File: src/rtl/adv_ddr_capture.sv
// adv_ddr_capture: rebuilds 24-bpp RGB from a 12-bit DDR half-pixel stream and measures frame timing.
// Latency: 2 clk from the second half-word at the inputs to o_pix_valid; syncs are delayed to match.
// Backpressure: none; free-running receive path, every input word is consumed on the clk it arrives.
module adv_ddr_capture #(
  parameter int CNT_W       = 12,
  parameter int LOCK_FRAMES = 2
) (
  input  logic             clk,
  input  logic             reset,
  input  logic             i_de,
  input  logic             i_hsync,
  input  logic             i_vsync,
  input  logic [11:0]      i_data,
  output logic [7:0]       o_r,
  output logic [7:0]       o_g,
  output logic [7:0]       o_b,
  output logic             o_pix_valid,
  output logic             o_hsync,
  output logic             o_vsync,
  output logic [CNT_W-1:0] o_h_total,
  output logic [CNT_W-1:0] o_h_active,
  output logic [CNT_W-1:0] o_v_total,
  output logic [CNT_W-1:0] o_v_active,
  output logic             o_locked,
  output logic             o_err_phase
);

  // Word counters carry one extra bit: a line of 2*(2^CNT_W-1) words still
  // yields a pixel count that fits CNT_W after the divide-by-two, and a longer
  // line pins the pixel count at its maximum instead of wrapping.
  localparam int                WORD_W     = CNT_W + 1;
  localparam logic [WORD_W-1:0] WORD_MAX   = '1;
  localparam logic [CNT_W-1:0]  CNT_MAX    = '1;
  localparam logic [3:0]        STABLE_MAX = 4'd15;
  localparam logic [3:0]        LOCK_THR   = 4'(LOCK_FRAMES);

  typedef enum logic {
    HALF_A = 1'b0,
    HALF_B = 1'b1
  } phase_t;

  // Stage-1 copies of the inputs and one extra sync tap for edge detection
  logic        de_s1;
  logic        hsync_s1;
  logic        vsync_s1;
  logic [11:0] data_s1;
  logic        hsync_s1_q;
  logic        vsync_s1_q;
  logic        hs_rise;
  logic        vs_rise;

  // Pixel assembly
  phase_t      state;
  phase_t      state_nxt;
  logic        latch_en;
  logic        pix_en;
  logic        err_now;
  logic [11:0] half_word;

  // Line measurement
  logic [WORD_W-1:0] word_cnt;
  logic [WORD_W-1:0] de_cnt;
  logic [CNT_W-1:0]  h_line;
  logic [CNT_W-1:0]  h_act_line;
  logic [CNT_W-1:0]  v_cnt;
  logic [CNT_W-1:0]  v_act_cnt;
  logic [CNT_W-1:0]  h_line_nxt;
  logic [CNT_W-1:0]  h_act_nxt;
  logic [CNT_W-1:0]  v_cnt_nxt;
  logic [CNT_W-1:0]  v_act_nxt;
  logic [CNT_W-1:0]  de_pix;

  // Frame publication and lock
  logic [1:0] pub_seen;
  logic [3:0] stable;
  logic [3:0] stable_nxt;
  logic       err_seen;
  logic       frame_err;
  logic       tuple_match;

  function automatic logic [CNT_W-1:0] inc_cnt(input logic [CNT_W-1:0] v);
    return (v == CNT_MAX) ? v : v + 1'b1;
  endfunction

  function automatic logic [WORD_W-1:0] inc_word(input logic [WORD_W-1:0] v);
    return (v == WORD_MAX) ? v : v + 1'b1;
  endfunction

  // Retime all inputs onto stage 1; keep the previous sync levels for edge detection
  always_ff @(posedge clk or posedge reset) begin
    if (reset) begin
      de_s1      <= 1'b0;
      hsync_s1   <= 1'b0;
      vsync_s1   <= 1'b0;
      data_s1    <= '0;
      hsync_s1_q <= 1'b0;
      vsync_s1_q <= 1'b0;
    end else begin
      de_s1      <= i_de;
      hsync_s1   <= i_hsync;
      vsync_s1   <= i_vsync;
      data_s1    <= i_data;
      hsync_s1_q <= hsync_s1;
      vsync_s1_q <= vsync_s1;
    end
  end

  assign hs_rise = hsync_s1 & ~hsync_s1_q;
  assign vs_rise = vsync_s1 & ~vsync_s1_q;

  // Half-pixel phase register
  always_ff @(posedge clk or posedge reset) begin
    if (reset) begin
      state <= HALF_A;
    end else begin
      state <= state_nxt;
    end
  end

  // Phase decode: DE low always lands in HALF_A, so every DE rise realigns the pairing
  always_comb begin
    state_nxt = state;
    latch_en  = 1'b0;
    pix_en    = 1'b0;
    err_now   = 1'b0;
    case (state)
      HALF_A: begin
        if (de_s1) begin
          latch_en  = 1'b1;
          state_nxt = HALF_B;
        end
      end
      HALF_B: begin
        state_nxt = HALF_A;
        if (de_s1) begin
          pix_en = 1'b1;
        end else begin
          err_now = 1'b1;
        end
      end
      default: state_nxt = HALF_A;
    endcase
  end

  // Pixel output stage: first word is {R, G[7:4]}, second is {G[3:0], B}; syncs ride alongside
  always_ff @(posedge clk or posedge reset) begin
    if (reset) begin
      half_word   <= '0;
      o_r         <= '0;
      o_g         <= '0;
      o_b         <= '0;
      o_pix_valid <= 1'b0;
      o_err_phase <= 1'b0;
      o_hsync     <= 1'b0;
      o_vsync     <= 1'b0;
    end else begin
      if (latch_en) begin
        half_word <= data_s1;
      end
      if (pix_en) begin
        o_r <= half_word[11:4];
        o_g <= {half_word[3:0], data_s1[11:8]};
        o_b <= data_s1[7:0];
      end
      o_pix_valid <= pix_en;
      o_err_phase <= err_now;
      o_hsync     <= hsync_s1;
      o_vsync     <= vsync_s1;
    end
  end

  assign de_pix = de_cnt[WORD_W-1:1];

  // Line close-out values; the frame update reads these so a coincident hsync is counted first
  always_comb begin
    h_line_nxt = h_line;
    h_act_nxt  = h_act_line;
    v_cnt_nxt  = v_cnt;
    v_act_nxt  = v_act_cnt;
    if (hs_rise) begin
      h_line_nxt = word_cnt[WORD_W-1:1];
      if (de_pix != '0) begin
        h_act_nxt = de_pix;
      end
      v_cnt_nxt = inc_cnt(v_cnt);
      if (de_cnt != '0) begin
        v_act_nxt = inc_cnt(v_act_cnt);
      end
    end
  end

  // Per-line word/DE counters and per-frame line counters; the hsync-rise word opens the new line
  always_ff @(posedge clk or posedge reset) begin
    if (reset) begin
      word_cnt   <= '0;
      de_cnt     <= '0;
      h_line     <= '0;
      h_act_line <= '0;
      v_cnt      <= '0;
      v_act_cnt  <= '0;
    end else begin
      if (hs_rise) begin
        word_cnt <= WORD_W'(1);
        de_cnt   <= WORD_W'(de_s1);
      end else begin
        word_cnt <= inc_word(word_cnt);
        if (de_s1) begin
          de_cnt <= inc_word(de_cnt);
        end
      end
      h_line     <= h_line_nxt;
      h_act_line <= h_act_nxt;
      if (vs_rise) begin
        v_cnt     <= '0;
        v_act_cnt <= '0;
      end else begin
        v_cnt     <= v_cnt_nxt;
        v_act_cnt <= v_act_nxt;
      end
    end
  end

  // Stability tracking. The first publish after reset is partial and never
  // counts; the first full frame has nothing trustworthy to compare against,
  // so it starts a run of one unless it saw a phase error.
  always_comb begin
    tuple_match = (h_line_nxt == o_h_total) && (h_act_nxt == o_h_active) &&
                  (v_cnt_nxt == o_v_total) && (v_act_nxt == o_v_active);
    frame_err   = err_seen | err_now;
    stable_nxt  = stable;
    case (pub_seen)
      2'd0: stable_nxt = 4'd0;
      2'd1: stable_nxt = frame_err ? 4'd0 : 4'd1;
      default: begin
        if (tuple_match && !frame_err) begin
          stable_nxt = (stable == STABLE_MAX) ? STABLE_MAX : stable + 4'd1;
        end else begin
          stable_nxt = 4'd0;
        end
      end
    endcase
  end

  // Frame publication on vsync rise: all four measurements, stable count and lock move together
  always_ff @(posedge clk or posedge reset) begin
    if (reset) begin
      o_h_total  <= '0;
      o_h_active <= '0;
      o_v_total  <= '0;
      o_v_active <= '0;
      o_locked   <= 1'b0;
      stable     <= 4'd0;
      pub_seen   <= 2'd0;
      err_seen   <= 1'b0;
    end else if (vs_rise) begin
      o_h_total  <= h_line_nxt;
      o_h_active <= h_act_nxt;
      o_v_total  <= v_cnt_nxt;
      o_v_active <= v_act_nxt;
      stable     <= stable_nxt;
      o_locked   <= (stable_nxt >= LOCK_THR);
      if (pub_seen != 2'd2) begin
        pub_seen <= pub_seen + 2'd1;
      end
      err_seen   <= 1'b0;
    end else if (err_now) begin
      err_seen <= 1'b1;
    end
  end

endmodule

File: config.mk
export PLATFORM = sky130hd
export DESIGN_NAME = adv_ddr_capture
export DESIGN_NICKNAME = d
export VERILOG_FILES = /design/src/rtl/adv_ddr_capture.sv
export SDC_FILE = /design/constraint.sdc
export NUM_CORES = 1
export LEC_CHECK = 0
export CAP_MARGIN = 20
export CORE_UTILIZATION = 23
export CTS_BUF_LIST = sky130_fd_sc_hd__clkbuf_4
export DETAILED_ROUTE_END_ITERATION = 10
export PLACE_DENSITY_LB_ADDON = 0.2
export SLEW_MARGIN = 0
export SYNTH_ARGS = -nofsm -noshare
export SYNTH_HDL_FRONTEND = slang
export SYNTH_SLANG_ARGS = --single-unit
File: constraint.sdc
create_clock -name clk -period 10.48 [get_ports clk]
set_input_delay 1.048 -clock clk [delete_from_list [all_inputs] [get_ports clk]]
set_output_delay 1.048 -clock clk [all_outputs]
set_load 0.01 [all_outputs]
==> results of run 1 <==
-- worst min-delay path by stage --
stage | to | slack, ns
after global routing | o_vsync$_DFF_PP0_ | 0.50
after floorplan | o_vsync$_DFF_PP0_ | 0.37
after detailed placement | o_vsync$_DFF_PP0_ | 0.44
after CTS | o_vsync$_DFF_PP0_ | 0.46
after global placement | o_vsync$_DFF_PP0_ | 0.43
final | o_vsync$_DFF_PP0_ | 0.47
-- through the flow --
stage | hold WS (ns) | cell area (sq um) | std cells | worst slack [ns]
floorplan | 0.368 | 8570 | 818 | 4.37
global placement | 0.429 | 10000 | 1348 | 7.07
detailed placement | 0.436 | 10000 | 1348 | 6.94
CTS | 0.465 | 10300 | 1380 | 6.94
global route | 0.503 | 10300 | 1382 | 6.62
finish | 0.471 | 10300 | 1382 | 7.01
-- layer usage --
metal,global-route usage,part of all wire
met4,0.0402,0.018
met1,0.176,0.50
met3,0.0332,0.047
met2,0.188,0.44
met5,0,0
-- Yosys cell counts (4+ instances only) --
cell | number | share of area
inv_1 | 33 | 0.014
buf_2 | 8 | 0.0047
nand3_1 | 27 | 0.016
mux2i_1 | 16 | 0.019
a31oi_1 | 11 | 0.0080
and3_1 | 9 | 0.0066
a21oi_1 | 17 | 0.0099
nor2b_1 | 5 | 0.0036
xnor2_1 | 22 | 0.022
o21ai_0 | 60 | 0.035
a22oi_1 | 11 | 0.0096
nand4_1 | 22 | 0.016
clkbuf_1 | 26 | 0.011
nor3_1 | 6 | 0.0035
ha_1 | 9 | 0.013
nor4_1 | 7 | 0.0051
o2111ai_1 | 6 | 0.0061
or3_1 | 4 | 0.0029
mux2_2 | 36 | 0.047
nand2_1 | 101 | 0.044
nand2b_1 | 16 | 0.012
xor2_1 | 38 | 0.039
and2_1 | 4 | 0.0029
dfrtp_1 | 186 | 0.54
nor2_1 | 72 | 0.032
-- sequential cells by signal (all words and copies together) (netlist names), 2 cells and up --
register / flops
o_h_active: 12
de_cnt: 13
o_b: 8
h_line: 12
o_g: 8
o_v_total: 12
o_h_total: 12
word_cnt: 13
data_s1: 12
stable: 4
v_cnt: 12
o_r: 8
h_act_line: 12
v_act_cnt: 12
o_v_active: 12
half_word: 12
pub_seen: 2
-- power breakdown --
| part | leakage [nW] | switching, mW | internal (mW) |
|---|---|---|---|
| sequential | 2.43 | 0.0802 | 0.801 |
| combinational | 1.88 | 0.228 | 0.197 |
| clock | 0.161 | 0.275 | 0.151 |
-- area by class of cell --
type                            count  area (sq um)  area share
Timing Repair Buffer              100           983      0.0955
Clock inverter                     14           159      0.0154
Clock buffer                       18           135      0.0131
Tap cell                          468           586      0.0569
Multi-Input combinational cell    561          3640       0.354
Inverter                           33           131      0.0128
Antenna cell                        2          5.00    0.000486
Sequential cell                   186          4650       0.452
-- cells by family after synthesis --
logic type | after synthesis
compound gates | 144
fa+ha+maj | 9
buf+inv | 71
xor+xnor | 60
simple gates | 295
mux | 53
flops | 186
-- worst reg2reg max path, cell delays in order, from the launching register on --
cell and delay (ns):
dfrtp_1 0.48, nor2b_4 0.18, buf_4 0.59, mux2i_1 0.39, xor2_1 0.17, nand3_1 0.09, nor4_1 0.42, o2111ai_1 0.25
nor4_4 0.54, o211ai_1 0.15, a21oi_1 0.16
==> summary.md, run 1 <==
| Metric | Value |
|---|---|
| Core area | `36600 sq um` |
| # H-tree levels | `4` |
| Pleak | `4.47 nW` |
| Port bufs | `93` |
| Required time worst endpoint | `11.03 ns` |
| Ratio of cells with drive above 1 in the final layout | `0.104` |
| Initial antenna violation count | `1` |
| Max-capacitance violation count | `0` |
| Die area | `38100 sq um` |
| Post-Syn Area per Cell | `10.5 sq um` |
| Final Max Slew Viols | `0` |
| Status | `complete, no violations` |
| EDFF count, synth | `0` |
| Fill count | `3866` |
| Commonest non-fill, non-tap cells in the layout | `186 x dfrtp_1, 101 x nand2_1, 93 x clkdlybuf4s50_1, 72 x nor2_1, 60 x o21ai_0` |
| Site Rows | `70` |
| Critical Path Start | `hsync_s1$_DFF_PP0_` |
| HPWL after detailed placement | `15800 microns` |
| FMAX | `0.289 GHz` |
| Crit-path cells | `nor2b_4 -> buf_4 -> mux2i_1 -> xor2_1 -> nand3_1 -> nor4_1 -> o2111ai_1 -> nor4_4 -> o211ai_1 -> a21oi_1` |
| Initial core utilization | `0.234` |
| CTS Hold Buffers Added | `0` |
| Total setup buffers inserted after CTS | `0` |
| Tmin final | `3.47 ns` |
| Final setup fails | `0` |
| Compound-Gate Fraction of Synth Area | `0.108` |
| Fin Clk Skew | `0.0317 ns` |
| Worst Setup End Kind | `register` |
| Simple-gate portion of the synthesized area | `0.174` |
| CTS Sinks | `186` |
| Clock latency on the worst-skew pair | `0.61 ns` |
| First-pass GRT wire length | `37200 microns` |
| Post-synthesis xor/xnor area fraction | `0.0613` |
| Post-route DRC | `0` |
| CTS Buf Count | `17` |
| Min-Delay Path Class | `register to register` |
| Final Util | `0.281` |
| Area Overhead vs Synth | `20.1%` |
| Yosys warns | `0` |
| Max Root-Sink Buffers | `2` |
| RSZ-0062 raised after global routing | `false` |
| Setup TNS | `0 ns` |
| Max VDD drop | `73.0 uV` |
| Mapped Nets | `844` |
| Total track usage | `0.126` |
| Main flop type after synthesis | `dfrtp_1` |
| Mux cell area share after synthesis | `0.0677` |
| Height of the die | `195 microns` |
| Main combinational cell family by area after synthesis | `simple AND/OR/NAND/NOR gates` |
| Pwr Density | `168 nW/um^2` |
| Worst setup SP type | `register` |
| Via count | `6165` |
| Number of global-route vias before repair | `6344` |
| Fin. Hold Viols | `0` |
| IO Pins | `94` |
| Async S/R FF share, synth | `1.00` |
| Worst Setup EP | `stable[2]$_DFFE_PP0P_` |
| Final period utilization | `0.331` |
| Post-CTS sizing | `0` |
| Most common cell after layout, fill and taps aside | `dfrtp_1` |
| Post-route ant nets | `0` |
| Critical Path AT | `4.02 ns` |
| Reg2reg end | `stable[2]$_DFFE_PP0P_` |
| Initial DRC Count | `344` |
| CP Depth | `10` |
| GP Congestion | `0.794` |
| FF-to-FF Start | `hsync_s1$_DFF_PP0_` |
| Routed wire per std cell | `16.4 microns` |
| Hold Crit Depth | `0` |
| Buffers & Inverters on Critical Path | `1` |
| R2R cell count | `10` |
| Die width | `195 microns` |
| CP peak stage delay | `0.59 ns` |
| Worst-path clk slew | `0.17 ns` |
| Adder-Cell Fraction of Synth Area | `0.0131` |
| Synthesized instance count | `818` |
| Root Buffer | `clkbuf_4` |
| Overflow after GRT | `0` |
| Vias per cell | `4.46` |
| Post-Syn Area | `8570 sq um` |
| Worst Tran Pin Value | `0.901 ns` |
| Sequential fraction of the synthesis area | `0.543` |
| Hold path start | `vsync_s1$_DFF_PP0_` |
| Worst rel slew slack | `0.399` |
| Routed WL | `22700 microns` |
| Layout Nets | `925` |
| CP max-delay cell | `buf_4` |
| Critical path class | `register to register` |
| Pwr Total | `1.73 mW` |
| Delay-heaviest family, CP | `simple AND/OR/NAND/NOR gates` |
| CTS tree | `built` |
| Detailed Routing Iterations Pass 1 | `6` |
| CP max FO | `70` |
| Yosys reg bits | `186` |
| Pin count of the biggest net entering global routing | `124` |
| Netlist cell types | `61` |
| Register-to-register setup slack | `7.01 ns` |
Power figures use the tool's default switching activity.
==> run 2, diff against run 1 <==
==> constraint.sdc (replaced) <==
create_clock -name clk -period 3.1 [get_ports clk]
set_input_delay 0.31 -clock clk [delete_from_list [all_inputs] [get_ports clk]]
set_output_delay 0.31 -clock clk [all_outputs]
set_load 0.01 [all_outputs]
==> summary.md, run 2 (same netlist as run 1, synthesis figures left out) <==
| Metric | Value |
|---|---|
| Status | `complete, no violations` |
| Number of global-route vias before repair | `6274 (-1.1%)` |
| Die width | `195 microns (unchanged)` |
| Critical Path AT | `3.45 ns (-0.57 ns)` |
| HPWL after detailed placement | `16500 microns (+4.7%)` |
| Critical Path Start | `v_act_cnt[0]$_DFF_PP0_` |
| Max Root-Sink Buffers | `2 (unchanged)` |
| Worst rel slew slack | `0.439 (+0.0399)` |
| R2R cell count | `10 (unchanged)` |
| Design area | `10600 sq um (+3.3%)` |
| Overflow after GRT | `0 (unchanged)` |
| Commonest non-fill, non-tap cells in the layout | `185 x dfrtp_1, 101 x nand2_1, 93 x clkdlybuf4s50_1, 72 x nor2_1, 60 x o21ai_0` |
| Via count | `6329 (+2.7%)` |
| Final period utilization | `0.937 (+0.606)` |
| Post-route ant nets | `0 (unchanged)` |
| Largest regs | `de_cnt: 13 flops, word_cnt: 13 flops` |
| CTS Sinks | `186 (unchanged)` |
| Tmin final | `2.90 ns (-0.562 ns)` |
| FF-to-FF Start | `v_act_cnt[0]$_DFF_PP0_` |
| Reg2reg end | `stable[0]$_DFFE_PP0P_` |
| Worst Tran Pin Value | `0.841 ns (-0.0599 ns)` |
| CP peak stage delay | `0.47 ns (-0.12 ns)` |
| Site Rows | `70 (unchanged)` |
| Initial DRC Count | `328 (-4.7%)` |
| Core area | `36600 sq um (unchanged)` |
| Pin count of the biggest net entering global routing | `89 (-28%)` |
| Setup ws final | `0.196 ns (-6.82 ns)` |
| CP max-delay cell | `dfrtp_1` |
| Final Max Slew Viols | `0 (unchanged)` |
| Initial antenna violation count | `2 (+1)` |
| Root Buffer | `clkbuf_4` |
| Ratio of cells with drive above 1 in the final layout | `0.133 (+0.0288)` |
| Required time worst endpoint | `3.65 ns (-7.38 ns)` |
| Port bufs | `93 (unchanged)` |
| Clock latency on the worst-skew pair | `0.62 ns (about the same)` |
| Max VDD drop | `325 uV (+350%)` |
| Min-Delay Path Class | `input pin to register` |
| Final Util | `0.291 (+0.00933)` |
| Final setup fails | `0 (unchanged)` |
| First-pass GRT wire length | `37400 microns (+0.61%)` |
| Die area | `38100 sq um (unchanged)` |
| CP max FO | `11 (-84%)` |
| Routed wire per std cell | `16.7 microns (+2.1%)` |
| Crit-path cells | `ha_2 -> nand4_2 -> or3_4 -> and3_4 -> a311oi_2 -> nand4_1 -> nor4_4 -> buf_4 -> nand3_1 -> a21oi_1` |
| CTS tree | `built` |
| Detailed Routing Iterations Pass 1 | `7 (+1)` |
| Fin Clk Skew | `0.0260 ns (-0.00564 ns)` |
| Pwr Density | `566 nW/um^2 (+240%)` |
| Worst setup SP type | `register` |
| DP Area | `10200 sq um (+2.5%)` |
| Layout Nets | `953 (+3.0%)` |
| IO Pins | `94 (unchanged)` |
| Worst-path clk slew | `0.16 ns (about the same)` |
| Height of the die | `195 microns (unchanged)` |
| Most common cell after layout, fill and taps aside | `dfrtp_1` |
| Critical path class | `register to register` |
| Vias per cell | `4.49 (+0.62%)` |
| FMAX | `0.344 GHz (+19%)` |
| Pleak | `4.64 nW (+3.9%)` |
| Register-to-register setup slack | `0.20 ns (-6.82 ns)` |
| Fin. Hold Viols | `0 (unchanged)` |
| Area Overhead vs Synth | `24.0%` |
| Worst Setup End Kind | `register` |
| Worst Setup EP | `stable[0]$_DFFE_PP0P_` |
| Initial core utilization | `0.234 (unchanged)` |
| Routed WL | `23600 microns (+4.2%)` |
| Total track usage | `0.128 (+0.00169)` |
| Pre-CTS setup slack | `-0.0280 ns (-6.97 ns)` |
| GP Congestion | `0.827 (+4.2%)` |
| # H-tree levels | `4 (unchanged)` |
| Post-route DRC | `0 (unchanged)` |
| Hold slack | `0.118 ns (-0.352 ns)` |
| CTS Buf Count | `17 (unchanged)` |
| Max-capacitance violation count | `0 (unchanged)` |
==> run 2: changes by cell type in the layout (fill, tap and decap cells not counted), moves of 2 or more <==
cell        before  now
buf_4            7   27
buf_12           0    6
inv_6            7    3
clkinv_4         1    3
clkinvlp_4       1    3
ha_1             9    7
ha_2             0    2
inv_8            2    0
==> run 2: critical path: cells and delay by family (launching register included) <==
family	cells	cell delay, ns
AOI/OAI and AO/OA	2	0.46
adders and majority gates	1	0.26
buffers and inverters	1	0.19
DFF	1	0.47
and+or+nand+nor	6	1.47
==> run 2: final cells by class <==
class                           instances  area [sq um]
Clock buffer                           18           135
Multi-Input combinational cell        561          3670
Timing Repair Buffer                  128          1290
Antenna cell                            2          5.00
Inverter                               33           128
Tap cell                              468           586
Clock inverter                         14           171
Sequential cell                       186          4660
Fill cell                            3829         26000
==> run 2: layer usage <==
layer,vias up,GRT usage,routed length [microns]
li1,3082,-,-
met1,3088,0.181,11600
met5,-,0,0
met2,140,0.190,10500
met3,19,0.0332,1170
met4,0,0.0344,312
==> run 2: timing repair <==
item,in CTS,in global routing
gates resized for setup,1,5
cloned,0,1
hold buffers,1,0
setup buffers,0,2
pin swaps,1,1
endpoints found under the hold margin,7,0
setup endpoints to repair,2,5
==> run 2: where the power goes <==
part / switching, mW / internal (mW)
Clock: 0.925 / 0.574
Combinational: 0.811 / 0.752
Sequential: 0.246 / 2.71
Total: 1.98 / 4.03
==> run 2: metrics by stage <==
stage	setup TNS [ns]	instances	power, mW
after CTS	0	1405	6.13
after global routing	-0.00233	1410	6.42
after global placement	0	1372	4.56
after floorplan	0	818	3.86
after detailed placement	-0.0323	1372	4.57
final	0	1410	6.02
==> run 2: how the worst min path moves through the flow <==
stage | startpoint | slack, ns | cells after the start | end
after floorplan | i_data[0] | 0.34 | 0 | data_s1[0]$_DFF_PP0_
after global placement | vsync_s1$_DFF_PP0_ | 0.41 | 0 | o_vsync$_DFF_PP0_
after detailed placement | vsync_s1$_DFF_PP0_ | 0.41 | 0 | o_vsync$_DFF_PP0_
after CTS | i_data[9] | 0.03 | 1 | data_s1[9]$_DFF_PP0_
after global routing | i_data[9] | 0.03 | 1 | data_s1[9]$_DFF_PP0_
final | i_data[1] | 0.12 | 1 | data_s1[1]$_DFF_PP0_
==> RTL edit: new RTL, config.mk and constraints of run 1 <==
Put one more register stage on the output `o_h_active`. The value now appears one clock later. The other outputs are not delayed to match.
--- a/src/rtl/adv_ddr_capture.sv
+++ b/src/rtl/adv_ddr_capture.sv
@@ -39,6 +39,8 @@
     HALF_B = 1'b1
   } phase_t;
 
+  logic [CNT_W-1:0] o_h_active_s0;
+
   // Stage-1 copies of the inputs and one extra sync tap for edge detection
   logic        de_s1;
   logic        hsync_s1;
@@ -224,7 +226,7 @@
   // counts; the first full frame has nothing trustworthy to compare against,
   // so it starts a run of one unless it saw a phase error.
   always_comb begin
-    tuple_match = (h_line_nxt == o_h_total) && (h_act_nxt == o_h_active) &&
+    tuple_match = (h_line_nxt == o_h_total) && (h_act_nxt == o_h_active_s0) &&
                   (v_cnt_nxt == o_v_total) && (v_act_nxt == o_v_active);
     frame_err   = err_seen | err_now;
     stable_nxt  = stable;
@@ -245,7 +247,7 @@
   always_ff @(posedge clk or posedge reset) begin
     if (reset) begin
       o_h_total  <= '0;
-      o_h_active <= '0;
+      o_h_active_s0 <= '0;
       o_v_total  <= '0;
       o_v_active <= '0;
       o_locked   <= 1'b0;
@@ -254,7 +256,7 @@
       err_seen   <= 1'b0;
     end else if (vs_rise) begin
       o_h_total  <= h_line_nxt;
-      o_h_active <= h_act_nxt;
+      o_h_active_s0 <= h_act_nxt;
       o_v_total  <= v_cnt_nxt;
       o_v_active <= v_act_nxt;
       stable     <= stable_nxt;
@@ -268,5 +270,9 @@
     end
   end
 
+  always_ff @(posedge clk) begin
+    o_h_active <= o_h_active_s0;
+  end
+
 endmodule
 
Behaviour: not the same (a bounded check fails within 10 cycles, from zero or initial values and one cycle with reset high).
==> RTL edit against run 1 <==
  * Sequential share of layout area is 0.52 points lower
  * Worst setup slack worse by 490 ps
  * Critical path type unchanged
  * Routed wire length rose by 13%
  * Critical endpoint is now o_locked$_DFFE_PP0P_
  * Global-route usage rose by 0.43 points
  * Sequential power grew 5.6%
  * Total power rose by 2.9%
  * Non-clock buffer count unchanged
  * Utilization is essentially flat
  * Synthesized area rose by 7.2%
  * Design area up 6.4%
  * Sequential cell count up 12
==> RTL edit: results (changes against run 1) <==
DRT Pass-1 Iters: 5 (-1)
Post-synthesis cell type count: 82 (+34%)
Post-layout net count: 990 (+7.0%)
Placer Congestion: 0.856 (+7.8%)
Post-Route Skew: 41.4 ps (+9.70 ps)
Net Count, Synth: 908 (+7.6%)
P_clk: 0.000435 W (+2%)
Synth top area cells: dfrtp_1 (51%), mux2_2 (4.8%), nand2_1 (4.1%)
Worst path slowest cell: and2b_4
Crit Path Max Fanout: 56 (-20%)
Vias in the first global route: 6,712 (+5.8%)
Global Route Usage Sum: 0.130 (+0.00428)
Port buffer count: 93 (unchanged)
Status: finished clean
Post-DP HPWL: 18,100 um (+14%)
Pin count of the biggest net entering global routing: 140 (+13%)
Setup bufs post-CTS: 0 (unchanged)
Hold WS: 440 ps (-30.5 ps)
Synth Warn #: 0 (unchanged)
CTS root buffer: clkbuf_4
Fillers: 4,136 (+7.0%)
Max-cap violations: 0 (unchanged)
Top flop regs: de_cnt: 13 flops, word_cnt: 13 flops
Drt first-iter violations: 314 (-8.7%)
Post-synth ARST share: 0.939 (-0.0606)
Hold crit path type: flop to flop
Synth Flop Type: dfrtp_1
Worst skew pair latency: 650 ps (+40 ps)
Crit path arrival time: 4530 ps (+510 ps)
P_sw: 0.000621 W (+6.4%)
Drt total wl: 25,600 um (+13%)
Clock-pin slew on the worst setup and hold paths: 210 ps (+40 ps)
Synth top cells by count: dfrtp_1 (186), nand2_1 (100), nor2_1 (76)
Crit-path max cell delay: 790 ps (+200 ps)
Layout cells sized above 1: 0.118 (+0.0135)
Sequential fraction of the synthesis area: 0.532 (-0.0105)
Avg Vias per Cell: 4.55 (+2.0%)
First-pass GRT wire length: 40,600 um (+9.0%)
Slew margin rel.: 0.385 (-0.0148)
Initial antenna violation count: 1 (unchanged)
Max VDD drop: 0.100 mV (+37%)
CTS H-Tree Depth: 4 (unchanged)
Part of the power in registers: 0.522 (+0.013)
Cell leakage power: 4.66 nW (+4.2%)
Post_cts resized: 0 (unchanged)
TritonCTS Buffers: 17 (unchanged)
Largest buffer count on any clock path: 2 (unchanged)
==> RTL edit: changes by cell type after synthesis, moves of 5 or more <==
cell,run 1,this run
dfxtp_1,0,12
nand2b_1,16,4
buf_2,8,3
nor3_1,6,17
o21ai_0,60,72
xor2_1,38,29
or4_4,0,5
a21oi_1,17,24
inv_1,33,47
==> RTL edit: kinds of logic (layout without fill, tap and decap cells) <==
family / count (synthesis) / count (layout) / synth area share
buffers and inverters: 84 / 179 / 0.0427
other: 0 / 2 / 0
xor gates and xnor gates: 51 / 51 / 0.0486
DFF: 198 / 198 / 0.532
AOI/OAI and AO/OA: 168 / 168 / 0.120
muxes: 56 / 56 / 0.0676
adders and majority gates: 9 / 9 / 0.0122
and+or+nand+nor: 316 / 316 / 0.176
==> RTL edit: critical path, delay by kind of cell, from the launching register on <==
family,cells,cell delay [ps]
DFF,1,460
AOI/OAI and AO/OA,3,630
muxes,1,380
xor gates and xnor gates,1,130
and+or+nand+nor,4,2270
==> RTL edit: per-stage QoR <==
stage | std cells | instance area [um^2] | total power, W | utilization | setup WS (ps)
after floorplan | 882 | 9200 | 0.00117 | - | 4370
after global placement | 1462 | 10600 | 0.00136 | 0.272 | 6630
after detailed placement | 1462 | 10600 | 0.00137 | 0.272 | 6530
after CTS | 1494 | 10900 | 0.00182 | 0.280 | 6460
after global routing | 1497 | 11000 | 0.00190 | 0.281 | 6280
final | 1497 | 11000 | 0.00178 | 0.281 | 6520
==> RTL edit: cell type report <==
class                      count  share of cell area
sequential                   198               0.447
multi-input combinational    600               0.358
timing repair buffer         100              0.0916
tap                          518              0.0592
inverter                      47              0.0168
clock inverter                15              0.0157
clock buffer                  17              0.0117
antenna                        2            0.000457
==> RTL edit: final timing paths <==
kind	start	endpoint	slack, ps	depth (start not counted)
setup / recovery	o_hsync$_DFF_PP0_	o_locked$_DFFE_PP0P_	6520	9
hold / removal	o_h_active_s0[6]$_DFFE_PP0P_	o_h_active[6]$_DFF_P_	440	0
setup reg to reg	o_hsync$_DFF_PP0_	o_locked$_DFFE_PP0P_	6520	9
hold reg to reg	o_h_active_s0[6]$_DFFE_PP0P_	o_h_active[6]$_DFF_P_	440	0
max in group asynchronous	reset	o_h_total[3]$_DFFE_PP0P_	8330	4
min in group asynchronous	reset	data_s1[2]$_DFF_PP0_	710	2
==> RTL edit: metal layers <==
layer  vias to the layer above  track usage  wire, um  share of wire
met3                        21       0.0326      1260          0.049
met5                         -            0         0              0
met4                         0       0.0384       425          0.017
met1                      3361        0.183     12400           0.48
li1                       3272            -         -              -
met2                       159        0.196     11500           0.45
